`src/rtl/text_fill_mod.sv`:
```
// Block-fill engine for text RAM port A: streams one fill word per cycle and muxes host writes ahead of fill writes.
// Optional macro TEXT_FILL_INC_EN: low byte of the fill word increments after every fill write.
module text_fill_mod #(
    parameter int ADDR_WIDTH = 12,
    parameter int DATA_WIDTH = 16
) (
    input  logic                  cpu_clock,
    input  logic                  reset,
    input  logic                  start,
    input  logic [ADDR_WIDTH-1:0] start_addr,
    input  logic [ADDR_WIDTH:0]   fill_count,
    input  logic [DATA_WIDTH-1:0] fill_data,
    input  logic                  abort,
    input  logic                  host_wr_en,
    input  logic [ADDR_WIDTH-1:0] host_wr_addr,
    input  logic [DATA_WIDTH-1:0] host_wr_data,
    output logic [ADDR_WIDTH-1:0] text_addr,
    output logic [DATA_WIDTH-1:0] text_data,
    output logic                  text_enable,
    output logic                  busy,
    output logic                  done
);

    typedef enum logic [1:0] {
        ST_IDLE = 2'd0,
        ST_FILL = 2'd1,
        ST_DONE = 2'd2
    } state_t;

    localparam logic [ADDR_WIDTH:0]   MAX_COUNT = {1'b1, {ADDR_WIDTH{1'b0}}};
    localparam logic [ADDR_WIDTH:0]   CNT_ONE   = {{ADDR_WIDTH{1'b0}}, 1'b1};
    localparam logic [ADDR_WIDTH-1:0] ADDR_ONE  = {{(ADDR_WIDTH-1){1'b0}}, 1'b1};

    state_t                  state_q, state_d;
    logic [ADDR_WIDTH-1:0]   addr_q, addr_d;
    logic [ADDR_WIDTH:0]     remaining_q, remaining_d;
    logic [DATA_WIDTH-1:0]   data_q, data_d;
    logic [ADDR_WIDTH-1:0]   text_addr_q, text_addr_d;
    logic [DATA_WIDTH-1:0]   text_data_q, text_data_d;
    logic                    text_en_q, text_en_d;
    logic                    busy_q, busy_d;
    logic                    done_q, done_d;
    logic [ADDR_WIDTH:0]     count_clamped;
    logic                    fill_go;

    // Counts beyond the memory size would only rewrite cells already filled.
    assign count_clamped = (fill_count > MAX_COUNT) ? MAX_COUNT : fill_count;

    always_comb begin
        state_d     = state_q;
        addr_d      = addr_q;
        remaining_d = remaining_q;
        data_d      = data_q;
        fill_go     = 1'b0;

        case (state_q)
            ST_IDLE: begin
                if (start) begin
                    if (count_clamped != '0) begin
                        addr_d      = start_addr;
                        remaining_d = count_clamped;
                        data_d      = fill_data;
                        state_d     = ST_FILL;
                    end else begin
                        state_d = ST_DONE;
                    end
                end
            end
            ST_FILL: begin
                if (abort) begin
                    state_d = ST_IDLE;
                end else if (!host_wr_en) begin
                    fill_go     = 1'b1;
                    addr_d      = addr_q + ADDR_ONE;
                    remaining_d = remaining_q - CNT_ONE;
`ifdef TEXT_FILL_INC_EN
                    data_d[7:0] = data_q[7:0] + 8'd1;
`endif
                    if (remaining_q == CNT_ONE) begin
                        state_d = ST_DONE;
                    end
                end
            end
            ST_DONE: begin
                state_d = ST_IDLE;
            end
            default: begin
                state_d = ST_IDLE;
            end
        endcase
    end

    // Port A mux: host writes always win; idle cycles keep the last address/data on the bus.
    always_comb begin
        text_addr_d = text_addr_q;
        text_data_d = text_data_q;
        text_en_d   = 1'b0;
        if (host_wr_en) begin
            text_en_d   = 1'b1;
            text_addr_d = host_wr_addr;
            text_data_d = host_wr_data;
        end else if (fill_go) begin
            text_en_d   = 1'b1;
            text_addr_d = addr_q;
            text_data_d = data_q;
        end
    end

    assign busy_d = (state_d != ST_IDLE);
    assign done_d = (state_q == ST_DONE);

    always_ff @(posedge cpu_clock) begin
        if (reset) begin
            state_q     <= ST_IDLE;
            addr_q      <= '0;
            remaining_q <= '0;
            data_q      <= '0;
            text_addr_q <= '0;
            text_data_q <= '0;
            text_en_q   <= 1'b0;
            busy_q      <= 1'b0;
            done_q      <= 1'b0;
        end else begin
            state_q     <= state_d;
            addr_q      <= addr_d;
            remaining_q <= remaining_d;
            data_q      <= data_d;
            text_addr_q <= text_addr_d;
            text_data_q <= text_data_d;
            text_en_q   <= text_en_d;
            busy_q      <= busy_d;
            done_q      <= done_d;
        end
    end

    assign text_addr   = text_addr_q;
    assign text_data   = text_data_q;
    assign text_enable = text_en_q;
    assign busy        = busy_q;
    assign done        = done_q;

endmodule

```
`config.mk`:
```
export PLATFORM = sky130hd
export DESIGN_NAME = text_fill_mod
export DESIGN_NICKNAME = d
export VERILOG_FILES = /design/src/rtl/text_fill_mod.sv
export SDC_FILE = /design/constraint.sdc
export NUM_CORES = 1
export LEC_CHECK = 0
export BUFFER_PORTS_ARGS = -buffer_cell sky130_fd_sc_hd__buf_4
export CORE_ASPECT_RATIO = 1.4
export CORE_MARGIN = 4
export CORE_UTILIZATION = 52
export CTS_CLUSTER_DIAMETER = 50
export DETAILED_ROUTE_END_ITERATION = 10
export GPL_TIMING_DRIVEN = 0
export PLACE_DENSITY_LB_ADDON = 0.2
export SLEW_MARGIN = 10
export SYNTH_ARGS = -nofsm -noshare
export SYNTH_HDL_FRONTEND = slang
export SYNTH_SLANG_ARGS = --single-unit
```
`constraint.sdc`:
```
create_clock -name cpu_clock -period 2.8 [get_ports cpu_clock]
set_clock_uncertainty 0.1 [all_clocks]
set_input_delay 0.84 -clock cpu_clock [delete_from_list [all_inputs] [get_ports cpu_clock]]
set_output_delay 0.84 -clock cpu_clock [all_outputs]
set_load 0.03 [all_outputs]
```
---- Word-level counts from Yosys, hierarchy flattened ----
Cells that the tools add are included.
word-level totals
  register bits ........................... 74
  latch bits .............................. 0
  bits in writable memories ............... 0
  ROM bits ................................ 0
  output and inout bits ................... 31
  logic and storage cells ................. 52
  memories ................................ 0
cells by class
  add/sub/neg operators ................... 2
  multipliers ............................. 0
  divide/modulo/power cells ............... 0
  magnitude comparators ................... 1
  equality and inequality tests ........... 7
  shifts and indexed selects .............. 0
  mux-type cells .......................... 26
  bitwise operators ....................... 0
  reduce and logical (&&, ||, !) cells .... 7
operators by type and width
  kind                                                   number
  2-to-1 mux 12 bit                                      6
  2-to-1 mux 13 bit                                      5
  2-to-1 mux 16 bit                                      2
  case mux 13 bit (2 select lines)                       1
  case mux 12 bit (2 select lines)                       1
  equality test 13 x 1 -> 1 bit (second input constant)  1
  > comparator 13 bit (second input constant)            1
  nonzero test 13 bit                                    1
  subtractor 13 x 1 -> 13 bit (second input constant)    1
  adder 12 x 1 -> 12 bit (second input constant)         1
  2-to-1 mux 2 bit                                       5
  != test 2 bit (second input constant)                  4
  nonzero test 2 bit                                     3
  2-to-1 mux 1 bit                                       5
  AND reduction 5 bit                                    1
  case mux 2 bit (2 select lines)                        1
  AND reduction 3 bit                                    1
  equality test 2 x 1 -> 1 bit (second input constant)   1
  equality test 2 bit (second input constant)            1
  logical NOT 2 bit                                      1

---- Longest topological paths before layout ----
Gate-level depths: netlist of the first run.
  depth in word-level cells ............... 7
  depth in mapped cells ................... 7
  gate-level depth less buffers ........... 7

---- Least setup slack after synthesis of the first run ----
No wires, ideal clock.
  path type ............................... in2reg
  from .................................... input port fill_count[0]
  to ...................................... register addr_q[11]
  arrival time ............................ 2.050 ns
  data required time ...................... 2.608 ns
  slack ................................... 0.558 ns
  stages on the path ...................... 7
  cell sequence ........................... nor4_1 > and4_1 > o21a_1 > buf_2 > buf_2 > a21oi_1 > o32ai_1
between the ends
  word-level cells in the longest chain between the ends .. 5
RTL lines
  item                             line  source
  start: declaration               11    input logic [ADDR_WIDTH:0] fill_count,
  > comparator 13 bit              47    assign count_clamped = (fill_count > MAX_COUNT) ? MAX_COUNT : fill_count;
  2-to-1 mux 13 bit *              47
  nonzero test 13 bit *            59    if (count_clamped != '0) begin
  != test 2 bit (no line) *        n/a
  AND reduction 5 bit (no line) *  n/a
  end signal: assignment           125   addr_q <= addr_d;
  end: declaration                 35    logic [ADDR_WIDTH-1:0] addr_q, addr_d;
Mark *: on every way between the ends. The rest lies on a longest branch, timed or not.
A chain may end at the register's enable or synchronous reset.

---- Final worst setup path of the first run ----
  from .................................... input port fill_count[0]
  to ...................................... register addr_q[4]
Same word-level chain as after synthesis.

==> parameters.txt, run 1 <==
Parameter                              Value

Global route
  Vias in the first global route ... 4104
  Pin count of the biggest net entering global routing ... 15
  Antenna violations before repair ... 0
  Global-route congestion overflow total ... 0
  Global router's overall resource usage ... 0.286
  Global-route wire length before repair ... 19.1 mm

Critical path
  Critical-path top delay cell ... sky130_fd_sc_hd__nor4_1
  Critical Path Fanout Max ... 10
  Critical setup path kind ... in -> reg
  Internal reg-to-reg setup slack ... 0.46 ns
  Data required time of the worst path ... 2.96 ns
  Most prevalent standard cell on the critical path ... sky130_fd_sc_hd__buf_2
  Reg-to-reg endpoint ... remaining_q[8]
  Top delay family on crit path ... simple AND/OR/NAND/NOR gates
  Data arrival time of the critical path ... 2.61 ns
  Max incr delay on CP ... 0.41 ns
  Buf+Inv Stages, Crit Path ... 3
  Depth of the most critical reg-to-reg path ... 7
  Critical R2R Launch ... remaining_q[0]
  Category of the worst setup path launch point ... input pin
  CP endpoint kind ... flop
  Ordered list of cells on the worst path ... buf_4 > nor4_1 > and4_1 > o21a_1 > buf_2 > buf_2 > a21oi_1 > o32ai_1

Floorplanning
  Chip Height ... 106 µm
  Die width ... 78.3 µm
  Row count ... 35
  Effective utilization at floorplan ... 0.541
  Die area ... 0.00834 mm²
  Placeable Area ... 0.00666 mm²
  Num ports ... 105

Detailed routing
  Detailed-router iteration count before antenna repair ... 5
  Total detailed-routing wirelength ... 11.8 mm
  Routed wire per std cell ... 16.9 µm
  Via density ... 5.88
  Drt drc ... 0
  Vias after detailed routing ... 4129
  Residual antenna-violating net count after detailed routing ... 0
  Drt first-iter violations ... 275

Synth
  Synth top area share ... 0.412
  Synth cell types ... 47
  Avg Synthesized Cell Area ... 7.35 µm²
  Number of nets produced by synthesis ... 567
  Yosys Warn Count ... 0
  Most area-consuming cells after synthesis ... sky130_fd_sc_hd__dfxtp_1 41%, sky130_fd_sc_hd__a21oi_1 14%, sky130_fd_sc_hd__nand2_1 8.6%
  Top FF cell, synth ... sky130_fd_sc_hd__dfxtp_1
  Post-synthesis instance area ... 0.00360 mm²
  Number of synthesized flops with an enable pin ... 0
  Register area share after synthesis ... 0.412
  Seq cells post-synth ... 74
  Cell count after synthesis ... 490
  Fraction of synthesis flops using an asynchronous set or reset pin ... 0
  Library cell with the largest summed area after synthesis ... sky130_fd_sc_hd__dfxtp_1

STA
  Relative max-transition margin ... 0.344
  Setup TNS ... 0 ns
  Unrepaired setup endpoints after global routing ... false
  Least-Margin Pin Slew ... 0.981 ns
  Maximum achievable frequency ... 0.407 GHz
  Final period util ... 0.877
  Hold slack ... 0.360 ns
  Number of hold violations in the final report ... 0
  Count of final setup violators ... 0
  Minimum period implied by the final worst setup slack ... 2.46 ns
  Final Worst Setup Slack ... 0.344 ns
  Final Max Slew Viols ... 0

Hold path
  Worst Hold End ... data_q[9]
  Classification of the worst-slack hold path ... reg -> reg
  Worst hold stages ... 2
  Start point of the worst hold path ... data_q[9]

Placement
  Port Buffer Count ... 104
  Estimated wirelength of the detail-placed design ... 8.72 mm
  Pre-CTS setup slack ... 0.0258 ns
  Placed cell count ... 686
  GPL Wtd Cong ... 0.900

Power
  Pwr per Cell Area ... 592 mW/mm²
  Static power due to leakage ... 1.87 nW
  Peak ir drop on the vdd network ... 0.485 mV

CTS
  Number of buffers inserted for hold repair after clock tree synthesis ... 0
  Clock transition time at the flip-flop clock pins of the worst setup and hold paths ... 0.09 ns
  Longest Clk Path Bufs ... 2
  Clock network latency to the later pin of the worst-skew pair ... 0.36 ns
  Buffers inserted during post-CTS setup optimization ... 0
  CTS tree ... yes
  CTS Sinks ... 74
  Resized Gates After CTS ... 0
  Clock root buffer ... sky130_fd_sc_hd__clkbuf_8
  Htree depth ... 3
  Inserted Clock Buffers ... 9

Final layout
  Total inserted antenna cells ... 0
  Area growth from synthesis to layout ... 31.8%
  Final #Nets ... 682
  Utilization of the core after routing ... 0.713
  Number of fill cells in the layout ... 582
  Area taken by multi-input logic gates ... 0.00195 mm²
  FF+latch area ... 0.00148 mm²
  Final cell count without fillers ... 702
  Fraction of final layout cells sized beyond drive strength 1 ... 0.220

Run
  MaxCap Viol Count ... 0

Run status
  Status ... completed
-- cells in the mapped netlist, drive strengths merged (5+ instances only) --
cell type    n
o32ai        5
nand3        9
nor4         6
nand2b       8
buf          9
a21oi      104
dfxtp       74
inv          5
nor3b        7
o21ai       42
nand2       82
clkbuf      28
nor3        12
nor2        52
-- metrics by stage --
step | cell area [µm²] | power (W)
2_1_floorplan | 3600 | 0.00154
4_1_cts | 4740 | 0.00280
3_5_place_dp | 4500 | 0.00177
3_3_place_gp | 4500 | 0.00176
5_1_grt | 4740 | 0.00291
6_report | 4740 | 0.00281
-- worst register-to-register path, cell delays in order, from the launching register on --
cell                       delay [ns]
sky130_fd_sc_hd__dfxtp_1         0.36
sky130_fd_sc_hd__inv_1           0.08
sky130_fd_sc_hd__ha_1            0.17
sky130_fd_sc_hd__nor3b_1         0.81
sky130_fd_sc_hd__nand2_1         0.16
sky130_fd_sc_hd__xnor2_1         0.17
sky130_fd_sc_hd__a221oi_1        0.27
sky130_fd_sc_hd__nor3_1          0.09
-- sequential cells by signal (all words and copies together), names as in the netlist --
register     flops
addr_q          12
text_enable      1
text_addr       12
text_data       16
done             1
state_q          2
busy             1
data_q          16
remaining_q     13
-- layout make-up --
| cell class | count | share of cell area |
|---|---|---|
| Multi-Input combinational cell | 374 | 0.410 |
| Sequential cell | 74 | 0.312 |
| Timing Repair Buffer | 104 | 0.165 |
| Buffer | 37 | 0.0324 |
| Clock buffer | 9 | 0.0261 |
| Clock inverter | 7 | 0.0261 |
| Tap cell | 92 | 0.0243 |
| Inverter | 5 | 0.00396 |
-- cell families (layout without fill, tap and decap cells) --
kind of cell	Yosys count	in the layout	synth area share
AOI/OAI and AO/OA	178	178	0.277
xor gates and xnor gates	4	4	0.00973
adders and majority gates	3	3	0.0104
muxes	1	1	0.00278
DFF	74	74	0.412
buffers and inverters	42	162	0.0480
and+or+nand+nor	188	188	0.240
-- worst max-delay path by stage --
stage	from	endpoint	slack, ns	depth (start not counted)
floorplan	fill_count[0]	addr_q[11]	0.56	7
global placement	fill_count[0]	data_q[6]	0.06	7
detailed placement	fill_count[4]	data_q[14]	0.03	7
CTS	fill_count[4]	addr_q[4]	0.38	8
global route	fill_count[0]	data_q[8]	0.22	7
finish	fill_count[0]	addr_q[4]	0.34	8
-- where the power goes --
group          switching (W)  internal, W  total, W  leakage [nW]
Clock               0.000446     0.000601   0.00105         0.121
Sequential         0.0000647      0.00112   0.00119         0.609
Combinational       0.000331     0.000242  0.000573          1.14
Total               0.000841      0.00197   0.00281          1.87
-- cells in the final DEF (no fill, tap or decap), types with 5 or more instances in the layout --
cell type | netlist | final
sky130_fd_sc_hd__a21oi_1 | 103 | 103
sky130_fd_sc_hd__buf_2 | 6 | 6
sky130_fd_sc_hd__buf_4 | 0 | 104
sky130_fd_sc_hd__clkbuf_1 | 28 | 28
sky130_fd_sc_hd__clkbuf_8 | 0 | 9
sky130_fd_sc_hd__dfxtp_1 | 74 | 74
sky130_fd_sc_hd__inv_1 | 5 | 5
sky130_fd_sc_hd__nand2_1 | 82 | 82
sky130_fd_sc_hd__nand2b_1 | 8 | 8
sky130_fd_sc_hd__nand3_1 | 9 | 9
sky130_fd_sc_hd__nor2_1 | 52 | 52
sky130_fd_sc_hd__nor3_1 | 11 | 11
sky130_fd_sc_hd__nor3b_1 | 5 | 5
sky130_fd_sc_hd__nor4_1 | 6 | 6
sky130_fd_sc_hd__o21ai_0 | 40 | 40
sky130_fd_sc_hd__o32ai_1 | 5 | 5
-- per-layer routing --
layer	vias up	global-route usage	part of all wire
li1	1957	-	-
met1	1941	0.301	0.37
met2	199	0.528	0.54
met3	32	0.0686	0.073
met4	0	0.129	0.026
met5	-	0	0
(Power assumes the default switching activity.)
==> inputs of run 2 (changes only) <==
--- a/config.mk
+++ b/config.mk
@@ -12,7 +12,7 @@
 export CTS_CLUSTER_DIAMETER = 50
 export DETAILED_ROUTE_END_ITERATION = 10
 export GPL_TIMING_DRIVEN = 0
-export PLACE_DENSITY_LB_ADDON = 0.2
+export PLACE_DENSITY_LB_ADDON = 0.08
 export SLEW_MARGIN = 10
 export SYNTH_ARGS = -nofsm -noshare
 export SYNTH_HDL_FRONTEND = slang
==> run 2 against run 1 <==
Global-route usage decreased by 0.99 points. Clock power decreased by 19%. Final cell count is the same.
==> parameters.txt, run 2 (synthesis results as in run 1) <==
Parameter                              Value

Detailed routing
  Drt drc ... 0
  Via density ... 5.78
  Routed wire per std cell ... 16.2 µm
  Vias after detailed routing ... 4057
  Residual antenna-violating net count after detailed routing ... 0
  Drt first-iter violations ... 343
  Total detailed-routing wirelength ... 11.4 mm
  Detailed-router iteration count before antenna repair ... 8

Floorplanning
  Num ports ... 105
  Placeable Area ... 0.00666 mm²
  Effective utilization at floorplan ... 0.541
  Row count ... 35
  Die width ... 78.3 µm
  Die area ... 0.00834 mm²
  Chip Height ... 106 µm

CTS
  Resized Gates After CTS ... 0
  Number of buffers inserted for hold repair after clock tree synthesis ... 0
  Buffers inserted during post-CTS setup optimization ... 0
  CTS Sinks ... 74
  Clock transition time at the flip-flop clock pins of the worst setup and hold paths ... 0.08 ns
  Longest Clk Path Bufs ... 2
  Htree depth ... 3
  Inserted Clock Buffers ... 9
  Clock root buffer ... sky130_fd_sc_hd__clkbuf_8
  Clock network latency to the later pin of the worst-skew pair ... 0.34 ns
  CTS tree ... yes

STA
  Count of final setup violators ... 0
  Unrepaired setup endpoints after global routing ... false
  Final Worst Setup Slack ... 0.330 ns
  Final Max Slew Viols ... 0
  Hold slack ... 0.359 ns
  Final period util ... 0.882
  Minimum period implied by the final worst setup slack ... 2.47 ns
  Number of hold violations in the final report ... 0
  Relative max-transition margin ... 0.411
  Maximum achievable frequency ... 0.405 GHz
  Least-Margin Pin Slew ... 0.881 ns

Critical path
  Internal reg-to-reg setup slack ... 0.55 ns
  Reg-to-reg endpoint ... remaining_q[10]
  Critical setup path kind ... in -> reg
  Critical R2R Launch ... remaining_q[0]
  CP endpoint kind ... flop
  Category of the worst setup path launch point ... input pin
  Data required time of the worst path ... 2.95 ns
  Data arrival time of the critical path ... 2.62 ns
  CP endpoint ... addr_q[7]
  Critical Path Fanout Max ... 10
  Depth of the most critical reg-to-reg path ... 7
  First element of the critical path ... fill_count[0]

Power
  Static power due to leakage ... 1.86 nW
  Pwr per Cell Area ... 555 mW/mm²
  Peak ir drop on the vdd network ... 0.397 mV

Global route
  Vias in the first global route ... 3986
  Antenna violations before repair ... 0
  Global router's overall resource usage ... 0.276
  Pin count of the biggest net entering global routing ... 13
  Global-route congestion overflow total ... 0
  Global-route wire length before repair ... 18.5 mm

Placement
  GPL Wtd Cong ... 0.920
  Pre-CTS setup slack ... -0.000405 ns
  Area after DPL ... 0.00450 mm²
  Placed cell count ... 686
  Port Buffer Count ... 104
  Estimated wirelength of the detail-placed design ... 8.45 mm

Final layout
  Final #Nets ... 682
  Final cell count without fillers ... 702
  FF+latch area ... 0.00148 mm²
  Total inserted antenna cells ... 0
  Total non-filler cell area in the finished layout ... 0.00470 mm²
  Utilization of the core after routing ... 0.706
  Area growth from synthesis to layout ... 30.6%
  Most common cell after layout, fill and taps aside ... sky130_fd_sc_hd__buf_4
  Most frequent cells in the layout ... 104 x sky130_fd_sc_hd__buf_4, 103 x sky130_fd_sc_hd__a21oi_1, 82 x sky130_fd_sc_hd__nand2_1
  Fraction of final layout cells sized beyond drive strength 1 ... 0.220
  Number of fill cells in the layout ... 593
  Area taken by multi-input logic gates ... 0.00195 mm²

Hold path
  Start point of the worst hold path ... data_q[12]
  Classification of the worst-slack hold path ... reg -> reg

Run status
  Status ... completed

Run
  MaxCap Viol Count ... 0
-- run 2: cell types whose count changed in the layout (fill, tap and decap cells not counted), sizes merged --
cell    delta
inv        -3
bufinv     -2
clkbuf     +2
clkinv     +3
-- run 2: how the worst min path moves through the flow --
stage	cells past startpoint	slack, ns	to
after detailed placement	2	0.35	data_q[12]
final	2	0.36	data_q[12]
after global routing	2	0.38	data_q[1]
after floorplan	2	0.34	data_q[0]
after CTS	2	0.36	data_q[12]
after global placement	2	0.34	data_q[5]
-- run 2: final cells by class --
cell class / instances / area share
Buffer: 37 / 0.0327
Clock buffer: 11 / 0.0322
Clock inverter: 5 / 0.0112
Inverter: 5 / 0.00399
Multi-Input combinational cell: 374 / 0.414
Sequential cell: 74 / 0.315
Tap cell: 92 / 0.0245
Timing Repair Buffer: 104 / 0.166
-- run 2: report_power, final --
group	leakage [nW]	switching, W	internal, W
Combinational	1.14	0.000328	0.000242
Sequential	0.609	0.0000633	0.00112
Clock	0.105	0.000397	0.000456
-- run 2: stage by stage --
step	power [W]	TNS, ns
finish	0.00261	0
floorplan	0.00154	0
CTS	0.00261	0
detailed placement	0.00177	-0.000405
global route	0.00273	0
global placement	0.00176	0
-- run 2: layer usage --
metal	global-route usage	part of all wire	vias to the layer above
li1	-	-	1951
met1	0.313	0.39	1891
met2	0.490	0.51	184
met3	0.0559	0.074	31
met4	0.128	0.029	0
met5	0	0	-
-- run 2: critical path, stage by stage --
cell and delay (ns):
sky130_fd_sc_hd__buf_4 0.12, sky130_fd_sc_hd__nor4_1 0.44, sky130_fd_sc_hd__and4_1 0.34, sky130_fd_sc_hd__o21a_1 0.16, sky130_fd_sc_hd__buf_2 0.22, sky130_fd_sc_hd__buf_2 0.27
sky130_fd_sc_hd__a21oi_1 0.07, sky130_fd_sc_hd__o32ai_1 0.16
==> inputs of run 3 (changes only) <==
--- a/config.mk
+++ b/config.mk
@@ -5,12 +5,11 @@
 export SDC_FILE = /design/constraint.sdc
 export NUM_CORES = 1
 export LEC_CHECK = 0
-export BUFFER_PORTS_ARGS = -buffer_cell sky130_fd_sc_hd__buf_4
-export CORE_ASPECT_RATIO = 1.4
-export CORE_MARGIN = 4
-export CORE_UTILIZATION = 52
+export CORE_ASPECT_RATIO = 1.25
+export CORE_UTILIZATION = 60
 export CTS_CLUSTER_DIAMETER = 50
 export DETAILED_ROUTE_END_ITERATION = 10
+export DONT_BUFFER_PORTS = 1
 export GPL_TIMING_DRIVEN = 0
 export PLACE_DENSITY_LB_ADDON = 0.08
 export SLEW_MARGIN = 10
==> run 3 against run 2 <==
The flow now finishes with violations (design-rule violations). Largest power group unchanged. Wire length down 9.0%. Critical path depth down 1. Sequential share of layout area up 6.8 points. Utilization down 3.7 points. Non-clock buffer count down 104. Global-route usage up 5.3 points. Register-to-register slack worse by 0.03 ns. Highest routed layer unchanged. Combinational power down 31%.
==> parameters.txt, run 3 (synthesis results as in run 1) <==
Parameter                              Value

STA
  Minimum period implied by the final worst setup slack ... 2.36 ns
  Count of final setup violators ... 0
  Setup TNS ... 0 ns
  Final Worst Setup Slack ... 0.439 ns
  Relative max-transition margin ... 0.420
  Maximum achievable frequency ... 0.424 GHz
  Unrepaired setup endpoints after global routing ... false
  Least-Margin Pin Slew ... 0.868 ns
  Final Max Slew Viols ... 0
  Final period util ... 0.843
  Number of hold violations in the final report ... 0

CTS
  Clock network latency to the later pin of the worst-skew pair ... 0.35 ns
  Clock transition time at the flip-flop clock pins of the worst setup and hold paths ... 0.08 ns
  Htree depth ... 3
  Clock root buffer ... sky130_fd_sc_hd__clkbuf_8
  CTS tree ... yes
  Buffers inserted during post-CTS setup optimization ... 0
  Inserted Clock Buffers ... 9
  Number of buffers inserted for hold repair after clock tree synthesis ... 0
  Resized Gates After CTS ... 0
  CTS Sinks ... 74
  Longest Clk Path Bufs ... 2

Detailed routing
  Vias after detailed routing ... 3644
  Met1 layer wirelength in the final routing ... 4.15 mm
  Routed wire per std cell ... 18.1 µm
  Residual antenna-violating net count after detailed routing ... 0
  Drt first-iter violations ... 348
  Drt drc ... 3
  Uppermost metal layer occupied by signal nets ... met4
  WL met2 ... 5.09 mm
  Total detailed-routing wirelength ... 10.3 mm
  Routed wire length on met3 ... 839 µm
  Via density ... 6.37
  Detailed-router iteration count before antenna repair ... 8

Final layout
  Fraction of final layout cells sized beyond drive strength 1 ... 0.0573
  Final #Nets ... 578
  Total inserted antenna cells ... 0
  Area taken by multi-input logic gates ... 0.00195 mm²
  Most frequent cells in the layout ... 103 x sky130_fd_sc_hd__a21oi_1, 82 x sky130_fd_sc_hd__nand2_1, 74 x sky130_fd_sc_hd__dfxtp_1
  Area growth from synthesis to layout ... 7.44%
  Number of fill cells in the layout ... 540
  Most common cell after layout, fill and taps aside ... sky130_fd_sc_hd__a21oi_1
  FF+latch area ... 0.00148 mm²
  Total non-filler cell area in the finished layout ... 0.00387 mm²

Run status
  Violated checks ... design-rule violations
  Status ... finished, violations left

Hold path
  Start point of the worst hold path ... data_q[9]
  Classification of the worst-slack hold path ... reg -> reg
  Worst hold stages ... 2
  Worst Hold End ... data_q[9]

Power
  Pwr per Cell Area ... 632 mW/mm²
  Peak ir drop on the vdd network ... 0.389 mV
  Static power due to leakage ... 1.34 nW

Critical path
  Ordered list of cells on the worst path ... nor4_1 > and4_1 > o21a_1 > buf_2 > buf_2 > a21oi_1 > o32ai_1
  Critical R2R Launch ... remaining_q[0]
  Critical Path Fanout Max ... 10
  Data arrival time of the critical path ... 2.52 ns
  CP Depth ... 7
  Critical setup path kind ... in -> reg
  Internal reg-to-reg setup slack ... 0.52 ns
  Max incr delay on CP ... 0.45 ns
  Critical-path top delay cell ... sky130_fd_sc_hd__nor4_1
  Buf+Inv Stages, Crit Path ... 2
  Data required time of the worst path ... 2.96 ns
  Reg-to-reg endpoint ... remaining_q[10]
  Most prevalent standard cell on the critical path ... sky130_fd_sc_hd__buf_2
  Depth of the most critical reg-to-reg path ... 7
  Category of the worst setup path launch point ... input pin
  CP endpoint kind ... flop
  First element of the critical path ... fill_count[0]
  Top delay family on crit path ... simple AND/OR/NAND/NOR gates

Placement
  Port Buffer Count ... 0
  Area after DPL ... 0.00368 mm²
  GPL Wtd Cong ... 0.946
  Pre-CTS setup slack ... 0.100 ns
  Estimated wirelength of the detail-placed design ... 7.31 mm

Floorplanning
  Num ports ... 105
  Chip Height ... 88.6 µm
  Die width ... 71.3 µm
  Row count ... 31
  Effective utilization at floorplan ... 0.623
  Placeable Area ... 0.00578 mm²
  Die area ... 0.00632 mm²

Global route
  Global router's overall resource usage ... 0.329
  Global-route congestion overflow total ... 0
  Pin count of the biggest net entering global routing ... 13
  Antenna violations before repair ... 0
  Global-route wire length before repair ... 16.0 mm
  Vias in the first global route ... 3376

Run
  MaxCap Viol Count ... 0
[run 3: routing by layer]
metal / global-route usage / vias up
met4: 0.149 / 0
met3: 0.0820 / 27
met2: 0.580 / 165
met1: 0.376 / 1692
met5: 0 / -
li1: - / 1760
[run 3: worst reg2reg max path: stages, from the launching register on]
cell                       delay (ns)
sky130_fd_sc_hd__dfxtp_1         0.37
sky130_fd_sc_hd__inv_1           0.08
sky130_fd_sc_hd__ha_1            0.19
sky130_fd_sc_hd__nor3b_1         0.73
sky130_fd_sc_hd__nand3_1         0.19
sky130_fd_sc_hd__xnor2_1         0.17
sky130_fd_sc_hd__a221oi_1        0.25
sky130_fd_sc_hd__nor3_1          0.07
[run 3: cell type report]
class / count / share of cell area
plain buffers: 37 / 0.0398
clock buffers: 10 / 0.0330
clock inverters: 6 / 0.0149
inverters: 5 / 0.00485
multi-input cells: 374 / 0.503
flip-flops and latches: 74 / 0.383
well taps: 66 / 0.0214
[run 3: report_power, final]
part,switching [W],total [W],internal (W)
logic,0.000243,0.000393,0.000149
clock network,0.000410,0.000816,0.000406
registers,0.000115,0.00124,0.00112
total,0.000768,0.00244,0.00168
[run 3: worst max-delay path by stage]
stage	to	slack, ns
6_report	addr_q[11]	0.44
5_1_grt	data_q[11]	0.24
4_1_cts	addr_q[7]	0.47
3_5_place_dp	addr_q[7]	0.10
3_3_place_gp	addr_q[7]	0.13
2_1_floorplan	addr_q[11]	0.56
[run 3: through the flow]
| stage | utilization | power, W | hold WS [ns] | std cells |
|---|---|---|---|---|
| finish | 0.669 | 0.00244 | 0.360 | 572 |
| global route | 0.669 | 0.00255 | 0.375 | 572 |
| detailed placement | 0.637 | 0.00164 | 0.348 | 556 |
| CTS | 0.669 | 0.00244 | 0.359 | 572 |
| global placement | 0.637 | 0.00163 | 0.342 | 556 |
| floorplan | - | 0.00154 | 0.337 | 490 |
